**config.mk**
```make
export PLATFORM = sky130hd
export DESIGN_NAME = cart_bus_arbiter_flat
export DESIGN_NICKNAME = d
export VERILOG_FILES = /design/src/rtl/cart_bus_pkg.sv /design/src/rtl/cart_bus_arbiter_if.sv /design/src/rtl/cart_phase_counter.sv /design/src/rtl/cart_bus_arbiter.sv /design/src/flat_wrapper.sv
export SDC_FILE = /design/constraint.sdc
export NUM_CORES = 1
export LEC_CHECK = 0
export CAP_MARGIN = 0
export CORE_UTILIZATION = 46
export DETAILED_ROUTE_END_ITERATION = 6
export PLACE_DENSITY_LB_ADDON = 0.08
export SKIP_LAST_GASP = 1
export SLEW_MARGIN = 5
export SYNTH_ARGS = -nofsm -noshare
export SYNTH_HDL_FRONTEND = slang
export SYNTH_SLANG_ARGS = --single-unit
```
**constraint.sdc**
```tcl
create_clock -name clk -period 2.5 [get_ports clk]
set_input_delay 0.5 -clock clk [delete_from_list [all_inputs] [get_ports clk]]
set_output_delay 0.5 -clock clk [all_outputs]
set_load 0.02 [all_outputs]
```
**src/rtl/cart_bus_pkg.sv**
```systemverilog
// Shared types and constants for the cartridge bus arbiter.
// The address decode for the RAM chip select lives here so the arbiter and any bench agree on it.
package cart_bus_pkg;
  localparam int ADDR_W = 16;
  localparam int DATA_W = 8;
  localparam int PH_W   = 4;

  typedef enum logic [2:0] {IDLE, SETUP, STROBE, HOLD, DONE} state_t;

  localparam logic OWNER_CORE = 1'b0;
  localparam logic OWNER_DBG  = 1'b1;

  localparam logic [2:0] RAM_SEL_HI = 3'b101;

  typedef struct packed {
    logic              we;
    logic [ADDR_W-1:0] addr;
    logic [DATA_W-1:0] wdata;
  } req_t;

  function automatic logic ram_sel(input logic [ADDR_W-1:0] addr);
    return addr[ADDR_W-1 -: 3] == RAM_SEL_HI;
  endfunction
endpackage

```
**src/rtl/cart_bus_arbiter_if.sv**
```systemverilog
// Requester and cartridge-pin signals of the arbiter.
// master = requesters/pin side, slave = the arbiter itself.
interface cart_bus_arbiter_if;
  import cart_bus_pkg::*;

  logic              core_req;
  logic              core_we;
  logic [ADDR_W-1:0] core_addr;
  logic [DATA_W-1:0] core_wdata;
  logic [DATA_W-1:0] core_rdata;
  logic              core_done;

  logic              dbg_req;
  logic              dbg_we;
  logic [ADDR_W-1:0] dbg_addr;
  logic [DATA_W-1:0] dbg_wdata;
  logic [DATA_W-1:0] dbg_rdata;
  logic              dbg_ack;

  logic [ADDR_W-1:0] bus_a;
  logic [DATA_W-1:0] bus_dout;
  logic [DATA_W-1:0] bus_din;
  logic              bus_oe;
  logic              bus_rd;
  logic              bus_wr;
  logic              bus_cs;
  logic              owner;

  modport master (
    output core_req, core_we, core_addr, core_wdata,
    output dbg_req, dbg_we, dbg_addr, dbg_wdata, bus_din,
    input  core_rdata, core_done, dbg_rdata, dbg_ack,
    input  bus_a, bus_dout, bus_oe, bus_rd, bus_wr, bus_cs, owner
  );

  modport slave (
    input  core_req, core_we, core_addr, core_wdata,
    input  dbg_req, dbg_we, dbg_addr, dbg_wdata, bus_din,
    output core_rdata, core_done, dbg_rdata, dbg_ack,
    output bus_a, bus_dout, bus_oe, bus_rd, bus_wr, bus_cs, owner
  );
endinterface

```
**src/rtl/cart_phase_counter.sv**
```systemverilog
// Down-counter timing the setup/strobe/hold phases; loaded with N-1 on phase entry.
module cart_phase_counter
  import cart_bus_pkg::*;
(
  input  logic            clk,
  input  logic            rst,
  input  logic            load,
  input  logic [PH_W-1:0] load_val,
  output logic            zero
);
  logic [PH_W-1:0] cnt;

  always_ff @(posedge clk) begin
    if (!rst)             cnt <= '0;
    else if (load)        cnt <= load_val;
    else if (cnt != '0)   cnt <= cnt - PH_W'(1);
  end

  assign zero = (cnt == '0);
endmodule

```
**src/rtl/cart_bus_arbiter.sv**
```systemverilog
// Two-requester cartridge bus arbiter: core has priority, debug port is guaranteed
// a slot after MAX_DEFER consecutive core grants. Each access runs setup/strobe/hold/done.
module cart_bus_arbiter
  import cart_bus_pkg::*;
#(
  parameter int SETUP_CYCLES  = 1,
  parameter int STROBE_CYCLES = 2,
  parameter int HOLD_CYCLES   = 1,
  parameter int MAX_DEFER     = 4
) (
  input  logic               clk,
  input  logic               rst,
  cart_bus_arbiter_if.slave  bus
);
  localparam logic [PH_W-1:0] SETUP_LD  = PH_W'(SETUP_CYCLES - 1);
  localparam logic [PH_W-1:0] STROBE_LD = PH_W'(STROBE_CYCLES - 1);
  localparam logic [PH_W-1:0] HOLD_LD   = PH_W'(HOLD_CYCLES - 1);
  localparam logic [PH_W-1:0] DEFER_MAX = PH_W'(MAX_DEFER);

  state_t            state, state_nxt;
  req_t              req_q, req_in;
  logic              owner_q, cs_q;
  logic [PH_W-1:0]   defer_q;
  logic [DATA_W-1:0] core_rdata_q, dbg_rdata_q;
  logic              grant_core, grant_dbg, max_defer;
  logic              ph_load, ph_zero, in_access;
  logic [PH_W-1:0]   ph_val;

  assign max_defer  = (defer_q == DEFER_MAX);
  assign grant_dbg  = bus.dbg_req && (!bus.core_req || max_defer);
  assign grant_core = bus.core_req && !grant_dbg;

  always_comb begin
    req_in = '{we: bus.core_we, addr: bus.core_addr, wdata: bus.core_wdata};
    if (grant_dbg) req_in = '{we: bus.dbg_we, addr: bus.dbg_addr, wdata: bus.dbg_wdata};
  end

  cart_phase_counter u_phase (
    .clk      (clk),
    .rst      (rst),
    .load     (ph_load),
    .load_val (ph_val),
    .zero     (ph_zero)
  );

  always_ff @(posedge clk) begin
    if (!rst) state <= IDLE;
    else      state <= state_nxt;
  end

  always_comb begin
    state_nxt = state;
    ph_load   = 1'b0;
    ph_val    = '0;
    case (state)
      IDLE:   if (grant_core || grant_dbg) begin
                state_nxt = SETUP;  ph_load = 1'b1; ph_val = SETUP_LD;
              end
      SETUP:  if (ph_zero) begin
                state_nxt = STROBE; ph_load = 1'b1; ph_val = STROBE_LD;
              end
      STROBE: if (ph_zero) begin
                state_nxt = HOLD;   ph_load = 1'b1; ph_val = HOLD_LD;
              end
      HOLD:   if (ph_zero) state_nxt = DONE;
      DONE:   state_nxt = IDLE;
      default: state_nxt = IDLE;
    endcase
  end

  always_ff @(posedge clk) begin
    if (!rst) begin
      req_q        <= '0;
      owner_q      <= OWNER_CORE;
      cs_q         <= 1'b0;
      defer_q      <= '0;
      core_rdata_q <= '0;
      dbg_rdata_q  <= '0;
    end else begin
      if (state == IDLE) begin
        if (grant_core || grant_dbg) begin
          req_q   <= req_in;
          owner_q <= grant_dbg;
          cs_q    <= ram_sel(req_in.addr);
        end
        // defer only grows while debug is actually waiting behind the core
        if (grant_dbg || !bus.dbg_req)     defer_q <= '0;
        else if (grant_core && !max_defer) defer_q <= defer_q + PH_W'(1);
      end
      if (state == STROBE && ph_zero && !req_q.we) begin
        if (owner_q == OWNER_DBG) dbg_rdata_q  <= bus.bus_din;
        else                      core_rdata_q <= bus.bus_din;
      end
    end
  end

  assign in_access      = (state == SETUP) || (state == STROBE) || (state == HOLD);
  assign bus.bus_a      = req_q.addr;
  assign bus.bus_dout   = req_q.wdata;
  assign bus.bus_oe     = in_access && req_q.we;
  assign bus.bus_cs     = in_access && cs_q;
  assign bus.bus_rd     = (state == STROBE) && !req_q.we;
  assign bus.bus_wr     = (state == STROBE) && req_q.we;
  assign bus.core_done  = (state == DONE) && (owner_q == OWNER_CORE);
  assign bus.dbg_ack    = (state == DONE) && (owner_q == OWNER_DBG);
  assign bus.owner      = owner_q;
  assign bus.core_rdata = core_rdata_q;
  assign bus.dbg_rdata  = dbg_rdata_q;
endmodule

```
**src/flat_wrapper.sv**
```systemverilog
// flat-port wrapper written by rule: the top's interface ports become plain ports
module cart_bus_arbiter_flat import cart_bus_pkg::*;
#(
  parameter int SETUP_CYCLES  = 1,
  parameter int STROBE_CYCLES = 2,
  parameter int HOLD_CYCLES   = 1,
  parameter int MAX_DEFER     = 4
)
  (clk, rst, bus_core_req, bus_core_we, bus_core_addr, bus_core_wdata, bus_dbg_req, bus_dbg_we, bus_dbg_addr, bus_dbg_wdata, bus_bus_din, bus_core_rdata, bus_core_done, bus_dbg_rdata, bus_dbg_ack, bus_bus_a, bus_bus_dout, bus_bus_oe, bus_bus_rd, bus_bus_wr, bus_bus_cs, bus_owner);
  cart_bus_arbiter_if bus_i ();
  input  logic clk;
  input  logic rst;
  input wire logic [$bits(bus_i.core_req)-1:0] bus_core_req;
  input wire logic [$bits(bus_i.core_we)-1:0] bus_core_we;
  input wire logic [$bits(bus_i.core_addr)-1:0] bus_core_addr;
  input wire logic [$bits(bus_i.core_wdata)-1:0] bus_core_wdata;
  input wire logic [$bits(bus_i.dbg_req)-1:0] bus_dbg_req;
  input wire logic [$bits(bus_i.dbg_we)-1:0] bus_dbg_we;
  input wire logic [$bits(bus_i.dbg_addr)-1:0] bus_dbg_addr;
  input wire logic [$bits(bus_i.dbg_wdata)-1:0] bus_dbg_wdata;
  input wire logic [$bits(bus_i.bus_din)-1:0] bus_bus_din;
  output wire logic [$bits(bus_i.core_rdata)-1:0] bus_core_rdata;
  output wire logic [$bits(bus_i.core_done)-1:0] bus_core_done;
  output wire logic [$bits(bus_i.dbg_rdata)-1:0] bus_dbg_rdata;
  output wire logic [$bits(bus_i.dbg_ack)-1:0] bus_dbg_ack;
  output wire logic [$bits(bus_i.bus_a)-1:0] bus_bus_a;
  output wire logic [$bits(bus_i.bus_dout)-1:0] bus_bus_dout;
  output wire logic [$bits(bus_i.bus_oe)-1:0] bus_bus_oe;
  output wire logic [$bits(bus_i.bus_rd)-1:0] bus_bus_rd;
  output wire logic [$bits(bus_i.bus_wr)-1:0] bus_bus_wr;
  output wire logic [$bits(bus_i.bus_cs)-1:0] bus_bus_cs;
  output wire logic [$bits(bus_i.owner)-1:0] bus_owner;
  assign bus_i.core_req = bus_core_req;
  assign bus_i.core_we = bus_core_we;
  assign bus_i.core_addr = bus_core_addr;
  assign bus_i.core_wdata = bus_core_wdata;
  assign bus_i.dbg_req = bus_dbg_req;
  assign bus_i.dbg_we = bus_dbg_we;
  assign bus_i.dbg_addr = bus_dbg_addr;
  assign bus_i.dbg_wdata = bus_dbg_wdata;
  assign bus_i.bus_din = bus_bus_din;
  assign bus_core_rdata = bus_i.core_rdata;
  assign bus_core_done = bus_i.core_done;
  assign bus_dbg_rdata = bus_i.dbg_rdata;
  assign bus_dbg_ack = bus_i.dbg_ack;
  assign bus_bus_a = bus_i.bus_a;
  assign bus_bus_dout = bus_i.bus_dout;
  assign bus_bus_oe = bus_i.bus_oe;
  assign bus_bus_rd = bus_i.bus_rd;
  assign bus_bus_wr = bus_i.bus_wr;
  assign bus_bus_cs = bus_i.bus_cs;
  assign bus_owner = bus_i.owner;
  cart_bus_arbiter #(.SETUP_CYCLES(SETUP_CYCLES), .STROBE_CYCLES(STROBE_CYCLES), .HOLD_CYCLES(HOLD_CYCLES), .MAX_DEFER(MAX_DEFER)) u_core (.clk(clk), .rst(rst), .bus(bus_i));
endmodule
```
=== Word level (Yosys, flattened, before mapping) ===
Index checks and enable logic that the tools add are counted.
W data, S select, Z words.

* Register bits: 54
* Bits of input ports: 62
* Output and inout port bits: 47

* $add $sub $neg: 2
* Eq/ne operators: 10
* Muxes and demuxes: 15
* Bitwise gates (word level): 1
* Reductions and logical operators: 32

{| class="wikitable"
|+ Operators with widths
! operator !! count
|-
| $mux W25 || 1
|-
| $mux W4 || 5
|-
| $mux W3 || 4
|-
| $pmux W3 S4 || 1
|-
| $logic_and A1 B1 Y1 || 11
|-
| $ne A2 B1 Y1 const B || 4
|-
| $reduce_and A2 Y1 || 4
|-
| $eq A3 B2 Y1 const B || 2
|-
| $eq A3 B3 Y1 const B || 2
|-
| $logic_not A1 Y1 || 5
|-
| $logic_or A1 B1 Y1 || 5
|-
| $add A4 B1 Y4 const B || 1
|-
| $eq A4 B3 Y1 const B || 1
|-
| $logic_not A4 Y1 || 1
|-
| $reduce_and A4 Y1 || 1
|-
| $reduce_bool A2 Y1 || 2
|-
| $reduce_bool A4 Y1 || 1
|-
| $sub A4 B1 Y4 const B || 1
|-
| $eq A3 B1 Y1 const B || 1
|-
| $logic_not A3 Y1 || 1
|-
| $mux W1 || 3
|-
| $pmux W1 S2 || 1
|-
| $reduce_or A2 Y1 || 1
|-
| $not A1 Y1 || 1
|}

=== Logic depth before layout (Yosys ltp) ===
Gate-level depths: netlist (run 1).

* Depth after elaboration: 9
* Gate-level depth with buffers: 8
* Mapped depth without buffers: 6

=== Modules after synthesis ===
Synthesis (run 1) repeated with hierarchy kept, for this count alone.

* Cell total of the unflattened synthesis: 332
* Area, all modules: 3098.0 µm²

{| class="wikitable"
|+ Modules (own cells, without submodules)
! module !! instances !! cells each !! area an instance (µm²) !! seq. area each (µm²)
|-
| cart_bus_arbiter || 1 || 309 || 2867.8 || 1001.0
|-
| cart_phase_counter || 1 || 23 || 230.2 || 80.1
|}

=== Least setup slack after synthesis (run 1) ===
Ideal clock, no wire load.

* Path kind: register -> output
* Start: reg u_core.state[1]
* End: out bus_bus_wr
* Arrival: 1.430 ns
* Required time: 2.000 ns
* Path slack: 0.570 ns
* Stages on the path, launching flop included: 3
* Cells stage by stage: dfxtp_1 > clkbuf_1 > nor4bb_1

* Cells in the longest elaborated chain, start to end: 2

{| class="wikitable"
|+ RTL lines
! element !! RTL line !! RTL
|-
| start: declaration || cart_bus_arbiter.sv:20 || <nowiki>state_t state, state_nxt;</nowiki>
|-
| start signal: assignment || cart_bus_arbiter.sv:48 || <nowiki>else state <= state_nxt;</nowiki>
|-
| $eq A3 B2 Y1 || cart_bus_arbiter.sv:103 || <nowiki>assign bus.bus_wr = (state == STROBE) && req_q.we;</nowiki>
|-
| $logic_and A1 B1 Y1 || cart_bus_arbiter.sv:103 ||
|-
| end: declaration || flat_wrapper.sv:30 || <nowiki>output wire logic [$bits(bus_i.bus_wr)-1:0] bus_bus_wr;</nowiki>
|}

No other way between the ends.

=== Final worst setup path (run 1) ===
* Start: reg u_core.state[2]
* End: out bus_core_done

* Cells in the longest elaborated chain, start to end: 2

{| class="wikitable"
|+ RTL lines
! element !! RTL line !! RTL
|-
| $eq A3 B3 Y1 || cart_bus_arbiter.sv:104 || <nowiki>assign bus.core_done = (state == DONE) && (owner_q == OWNER_CORE);</nowiki>
|-
| $logic_and A1 B1 Y1 || cart_bus_arbiter.sv:104 ||
|-
| end: declaration || flat_wrapper.sv:23 || <nowiki>output wire logic [$bits(bus_i.core_done)-1:0] bus_core_done;</nowiki>
|}

No other way between the ends.

==> impl_metrics.toml, run 1 <==
[worst_hold_path]
worstHoldStart = "u_core.bus.dbg_rdata[4]"
whs_path_depth = 2
hold-path-endpoint = "u_core.bus.dbg_rdata[4]"
hold_path.class = "register to register"

[power]
power_frac_clock_pct = 15.0
switching_power_uw = 1370
swShare_pct = 39.9
p_comb_share_pct = 47.6
p_seq_share_pct = 37.4
power.leakage_uw = 0.00133
ir_drop_v = 0.000461
power.density_nw_per_um2 = 969
internal_power_uw = 2070

[detailed_routing]
wl_met2_um = 2840
dr.pass1.iters = 4
routed_wl_um = 6120
top_layer = "met4"
drc = 0
drt.antenna.violating_nets = 0
vias_per_cell = 5.21
dr.first_iter.drc_count = 158
wl_met1_um = 2730
wl_met3_um = 463
num_vias = 2386
wire_per_inst_um = 13.4

[critical_path]
max_stage_delay_ns = 0.65
crit_family = "buffers and inverters"
path_cells = "inv_1 > nor4_1 > clkdlybuf4s50_1"
timing.rr.start = "u_core.state[2]"
critPathBufInv = 2
critPathLaunchType = "register"
rr_worst_depth = 4
r2r_setup_slack_ns = 0.75
startpoint = "u_core.state[2]"
worstSetupPathType = "register to output port"
crit_required_ns = 2.00
critPathArrivalTime_ns = 1.82
crit_fanout = 9
critPathSlowestCell = "clkdlybuf4s50_1"
r2r_end = "u_core.bus.bus_a[5]"
end_kind = "output port"

[synth]
syn_area_per_cell_um2 = 8.13
async_flop_share_pct = 0
synth_flop_cell = "dfxtp_1"
ys_ff_latch = 54
synth-edff-count = 0
synth_cells = 313
yosys_warnings = 0
synth_top_family_by_area = "compound AO/OA/AOI/OAI gates"
ys_seq_area_share_pct = 42.5
yosys-mux-area-fraction_pct = 0.394
yosys.cell_types.count = 44
synth_xor_area_share_pct = 1.72
synth_fa_ha_area_share_pct = 1.48
netlist_area_um2 = 2540
synth_compound_area_share_pct = 22.2
synthSimpleGateAreaFrac_pct = 19.3
syn_nets = 378

[clocking]
clock-sinks = 54
path_clk_slew_ns = 0.10
clk_path_buf_depth = 2
htree_levels = 2
cts-buffers-inserted = 5
post_cts_buffers = 0
worstSkewPairLatency_ns = 0.31
tritoncts = "done"
ctsRootBufferMaster = "clkbuf_8"

[global_route]
grt_pass1_vias = 2233
grt_first_pass_wirelength_um = 10300
antenna_found_initial = 0
grtUsageTotal_pct = 21.8
grt_max_degree = 33
grt.overflow.total = 0

[final_layout]
drive_above_1_share_pct = 6.44
n_fill_cell = 470
layout_common_cells = "clkdlybuf4s50_1 (107), a21oi_1 (53), dfxtp_1 (51)"
num_antenna_cells = 0
postLayoutCellArea_um2 = 3560
area_growth_pct = 39.8
fin_nets = 452
final_common_cell = "clkdlybuf4s50_1"
fin_cells = 458

[placed_design]
numPortBuffers = 108
dp.cells = 450
place_congestion = 0.815
placed_area_um2 = 3460
dp_hpwl_um = 4250

[floorplanning]
coreArea_um2 = 5200
dieArea_um2 = 5830
fp-row-count = 26
fp.dieH_um = 76.4
io_pins = 109
die_x_um = 76.4
start_util_pct = 48.9

[sta]
maxSlewHeadroom_pct = 60.0
rsz0062_at_grt = "false"
hold_violations = 0
worst-slew-pin-transition_ns = 0.599
skew_ns = 0.00570
slew_viol_final = 0
setup_viol = 0
timing.fmax_mhz = 431
tns_ns = 0
finalCriticalPeriod_ns = 2.32
period_share_pct = 92.8

[run]
cap_violations = 0

[status]
status = "finished, final reports clean"
## how the worst max path moves through the flow
| stage | endpoint | slack [ns] | cells after the start |
|---|---|---|---|
| 2_1_floorplan | bus_bus_wr | 0.57 | 2 |
| 3_5_place_dp | u_core.u_phase.cnt[1] | 0.35 | 5 |
| 4_1_cts | bus_core_done | 0.02 | 3 |
| 3_3_place_gp | bus_bus_oe | 0.39 | 3 |
| 6_report | bus_core_done | 0.18 | 3 |
| 5_1_grt | bus_bus_wr | 0.09 | 2 |
## state kept, by name (all words and copies together), names as in the netlist, 3 cells and up
name	flops
u_core.bus.bus_a	16
u_core.bus.bus_dout	8
u_core.bus.core_rdata	8
u_core.bus.dbg_rdata	8
u_core.defer_q	4
u_core.u_phase.cnt	4
u_core.state	3
## tightest hold or removal path: stages, from the launching register on
cell	delay, ns
dfxtp_1	0.32
nand3_1	0.06
o21ai_1	0.05
## routing by layer
layer  vias to the layer above  global-route usage (%)
met5                         -                       0
met4                         0                    6.54
met3                         6                    7.78
met2                        72                    35.0
met1                      1102                    27.3
li1                       1206                       -
## cell families (layout without fill, tap and decap cells)
logic type      after synthesis  count (layout)
compound gates              107             107
mux                           1               1
flops                        54              54
buf+inv                      51             126
simple gates                 92              92
fa+ha+maj                     3               3
xor+xnor                      5               5
## stage by stage
stage                     utilization, %  total power [uW]  hold slack [ns]  setup slack, ns
after floorplan                        -              2530            0.472            0.570
after global placement              66.4              2920            0.446            0.386
after detailed placement            66.4              2940            0.453            0.355
after CTS                           68.2              3460            0.465           0.0249
after global routing                68.3              3680            0.491           0.0855
final                               68.3              3450            0.465            0.181
## final cells by class
type | count | area [um^2] | share of cell area [%]
Sequential cell | 54 | 1080 | 30.5
Timing Repair Buffer | 112 | 1120 | 31.5
Clock inverter | 2 | 12.5 | 0.352
Tap cell | 70 | 87.6 | 2.46
Multi-Input combinational cell | 208 | 1150 | 32.3
Clock buffer | 6 | 82.6 | 2.32
Inverter | 6 | 22.5 | 0.633
## synth_stat cells (3+ instances only)
library cell  instances  area share (%)
inv_1                 6            0.89
xnor2_1               3             1.0
dfxtp_1              54              42
o21ai_0              28             5.5
buf_4                26             7.7
a21oi_1              53              10
ha_1                  3             1.5
nor3_1                3            0.59
buf_2                 3            0.59
clkbuf_1             11             1.6
nand3_1              16             3.1
nand2_1              43             6.3
o21ai_1              17             3.3
buf_6                 3             1.3
nor2_1                9             1.3
## power groups by stage
stage | sequential, uW | clock, uW | combinational, uW
finish | 1290 | 515 | 1640
global route | 1320 | 553 | 1800
CTS | 1280 | 525 | 1650
detailed placement | 1290 | 0 | 1650
global placement | 1290 | 0 | 1630
floorplan | 1240 | 0 | 1290
## repair_timing
item	4_1_cts	5_1_grt
setup endpoints to repair	0	5
hold buffers	0	0
resized for setup	0	3
(Power assumes the default switching activity.)
==> inputs of run 2 (changes only) <==
--- a/config.mk
+++ b/config.mk
@@ -6,8 +6,10 @@
 export NUM_CORES = 1
 export LEC_CHECK = 0
 export CAP_MARGIN = 0
-export CORE_UTILIZATION = 46
+export CORE_UTILIZATION = 50
+export CTS_CLUSTER_DIAMETER = 120
 export DETAILED_ROUTE_END_ITERATION = 6
+export DONT_BUFFER_PORTS = 1
 export PLACE_DENSITY_LB_ADDON = 0.08
 export SKIP_LAST_GASP = 1
 export SLEW_MARGIN = 5
==> impl_metrics.toml, run 2 (synthesis results as in run 1) <==
[status]
status = "finished, final reports clean"

[critical_path]
end_kind = "output port"
max_stage_delay_ns = 0.58
path_cells = "inv_1 > nor4_1 > buf_4"
worstSetupPathType = "register to output port"
critPathLaunchType = "register"
crit_fanout = 9
critPathBufInv = 2
critPathSlowestCell = "dfxtp_1"
crit_required_ns = 2.00
crit_family = "flip-flops"
critPathArrivalTime_ns = 1.54

[final_layout]
final_common_cell = "dfxtp_1"
area_growth_pct = -3.59
drive_above_1_share_pct = 7.14
largest_reg_flops = 16
fin_cells = 347
num_antenna_cells = 0
n_fill_cell = 496
postLayoutCellArea_um2 = 2450
layout_common_cells = "dfxtp_1 (54), a21oi_1 (53), nand2_1 (43)"
fin_nets = 345

[clocking]
ctsRootBufferMaster = "clkbuf_8"
clock-sinks = 54
clk_path_buf_depth = 2
post_cts_buffers = 0
post_cts_resized = 0
tritoncts = "done"
cts_hold_buf = 0
path_clk_slew_ns = 0.09
htree_levels = 2
worstSkewPairLatency_ns = 0.30
cts-buffers-inserted = 5

[detailed_routing]
num_vias = 1943
vias_per_cell = 5.60
wire_per_inst_um = 14.9
drc = 0
routed_wl_um = 5180
dr.first_iter.drc_count = 76
dr.pass1.iters = 4
drt.antenna.violating_nets = 0

[placed_design]
place_ws_ns = 0.549
dp_hpwl_um = 3410
dp.cells = 340
numPortBuffers = 0
placed_area_um2 = 2370
place_congestion = 0.690

[sta]
maxSlewHeadroom_pct = 25.0
skew_ns = 0.00669
worst-slew-pin-transition_ns = 1.12
setup_viol = 0
period_share_pct = 81.4
tns_ns = 0
finalCriticalPeriod_ns = 2.04
worst_slack_ns = 0.465
hold_violations = 0
timing.fmax_mhz = 491
rsz0062_at_grt = "false"
slew_viol_final = 0

[floorplanning]
start_util_pct = 52.8
coreArea_um2 = 4820
fp.dieH_um = 73.3
fp-row-count = 25
die_x_um = 73.3
dieArea_um2 = 5380
io_pins = 109

[global_route]
grt.overflow.total = 0
grt_first_pass_wirelength_um = 8340
grt_pass1_vias = 1787
antenna_found_initial = 0
grtUsageTotal_pct = 20.0
grt_max_degree = 58

[worst_hold_path]
hold_path.class = "primary input to register"

[power]
power.leakage_uw = 0.000918
power.density_nw_per_um2 = 1200
ir_drop_v = 0.000470

[run]
cap_violations = 0
[run 2: per-layer routing]
layer  vias up  wire length, um  track usage [%]
li1        995                -                -
met1       876             2360             25.3
met2        70             2360             32.0
met3         2              443             8.23
met4         0               16             4.49
met5         -                0                0
[run 2: power by group]
group	leakage [uW]	internal, uW	total, uW	switching (uW)
registers	0.000443	1090	1500	409
logic	0.000437	396	980	585
clock network	0.0000373	193	462	269
[run 2: cell type report]
cell class	instances	area, um^2	area share (%)
Timing Repair Buffer	5	37.5	1.53
Inverter	6	22.5	0.918
Tap cell	67	83.8	3.42
Clock buffer	6	72.6	2.96
Clock inverter	1	7.51	0.306
Multi-Input combinational cell	208	1150	46.8
Sequential cell	54	1080	44.1
[run 2: worst paths after layout]
| check | depth (start not counted) | start | slack (ns) | endpoint |
|---|---|---|---|---|
| min | 2 | bus_core_addr[6] | 0.32 | u_core.bus.bus_a[6] |
| max | 3 | u_core.state[2] | 0.46 | bus_core_done |
| min reg2reg | 2 | u_core.defer_q[3] | 0.52 | u_core.defer_q[3] |
| max reg2reg | 6 | u_core.defer_q[0] | 0.55 | u_core.cs_q |
[run 2: through the flow]
step / hold WS, ns / power, uW / util, %
finish: 0.318 / 2940 / 50.9
global route: 0.302 / 3180 / 50.9
CTS: 0.306 / 2980 / 50.9
detailed placement: 0.498 / 2510 / 49.2
global placement: 0.511 / 2500 / 49.2
floorplan: 0.472 / 2530 / -
==> inputs of run 3 (changes only) <==
==> constraint.sdc (replaced) <==
create_clock -name clk -period 1.9 [get_ports clk]
set_input_delay 0.38 -clock clk [delete_from_list [all_inputs] [get_ports clk]]
set_output_delay 0.38 -clock clk [all_outputs]
set_load 0.02 [all_outputs]
==> impl_metrics.toml, run 3 (synthesis results as in run 1) <==
[placed_design]
placed_area_um2 = 2440
place_congestion = 0.746
numPortBuffers = 0
dp_hpwl_um = 3670

[final_layout]
n_fill_cell = 494
num_antenna_cells = 0
largest_reg_flops = 16
utilization_pct = 53.2
postLayoutCellArea_um2 = 2560
fin_nets = 352
final_common_cell = "a21oi_1"
area_growth_pct = 0.738
drive_above_1_share_pct = 11.1
layout_common_cells = "a21oi_1 (53), dfxtp_1 (51), nand2_1 (43)"

[clocking]
cts-buffers-inserted = 5
clock-sinks = 54
post_cts_buffers = 0
clk_path_buf_depth = 2
tritoncts = "done"
worstSkewPairLatency_ns = 0.30
cts_hold_buf = 0
post_cts_resized = 1
ctsRootBufferMaster = "clkbuf_8"
path_clk_slew_ns = 0.10
htree_levels = 2

[power]
power.leakage_uw = 0.000983
power.total_uw = 4220
power.density_nw_per_um2 = 1650
ir_drop_v = 0.000634

[critical_path]
path_cells = "inv_1 > nor4_1 > buf_4"
critPathLaunchType = "register"
critPathSlowestCell = "dfxtp_2"
worstSetupPathType = "register to output port"
crit_fanout = 9
max_stage_delay_ns = 0.46
crit_required_ns = 1.52
critPathBufInv = 2
crit_family = "flip-flops"
end_kind = "output port"
critPathArrivalTime_ns = 1.35

[global_route]
antenna_found_initial = 0
grt_first_pass_wirelength_um = 8370
grt.overflow.total = 0
grt_pass1_vias = 1875
grtUsageTotal_pct = 19.8
grt_max_degree = 58

[status]
status = "finished, final reports clean"

[sta]
timing.fmax_mhz = 576
finalCriticalPeriod_ns = 1.73
rsz0062_at_grt = "false"
whs_ns = 0.194
period_share_pct = 91.3
slew_viol_final = 0
maxSlewHeadroom_pct = 72.7
tns_ns = 0
setup_viol = 0
hold_violations = 0
worst-slew-pin-transition_ns = 0.410
skew_ns = 0.0151

[worst_hold_path]
hold_path.class = "primary input to register"

[floorplanning]
dieArea_um2 = 5380
start_util_pct = 52.8
coreArea_um2 = 4820
die_x_um = 73.3
fp.dieH_um = 73.3
fp-row-count = 25
io_pins = 109

[detailed_routing]
dr.pass1.iters = 6
drt.antenna.violating_nets = 0
routed_wl_um = 5410
dr.first_iter.drc_count = 114
num_vias = 1952
drc = 0
wire_per_inst_um = 15.2
vias_per_cell = 5.50

[run]
cap_violations = 0
[run 3: final cells by class]
class                   count  area [um^2]  share of cell area [%]
multi-input cells         208         1150                    44.8
flip-flops and latches     54         1080                    42.3
clock buffers               6         82.6                    3.22
clock inverters             2         38.8                    1.51
well taps                  67         83.8                    3.27
inverters                   6         22.5                   0.879
repair buffers             12          103                    4.00
[run 3: per-stage QoR]
step	worst slack, ns	cells
6_report	0.165	355
5_1_grt	0.0821	355
4_1_cts	0.0257	355
3_5_place_dp	0.229	347
3_3_place_gp	0.290	347
2_1_floorplan	0.0903	313
[run 3: worst paths after layout]
check                         end               from  slack [ns]  depth (start not counted)
max                 bus_core_done    u_core.state[2]        0.17                          3
min           u_core.bus.bus_a[6]   bus_core_addr[6]        0.19                          2
max reg2reg  u_core.bus.bus_a[10]  u_core.defer_q[0]        0.29                          7
min reg2reg     u_core.defer_q[3]  u_core.defer_q[3]        0.53                          2
[run 3: per-layer routing]
metal / GRT usage [%] / part of all wire [%] / up-vias
met5: 0 / 0 / -
met4: 4.91 / 0.30 / 0
met3: 6.58 / 7.4 / 2
met2: 32.2 / 45 / 69
met1: 25.5 / 47 / 873
li1: - / - / 1008
[run 3: power by group]
part / switching [uW] / internal [uW]
sequential: 539 / 1440
clock: 376 / 434
combinational: 804 / 623
total: 1720 / 2500
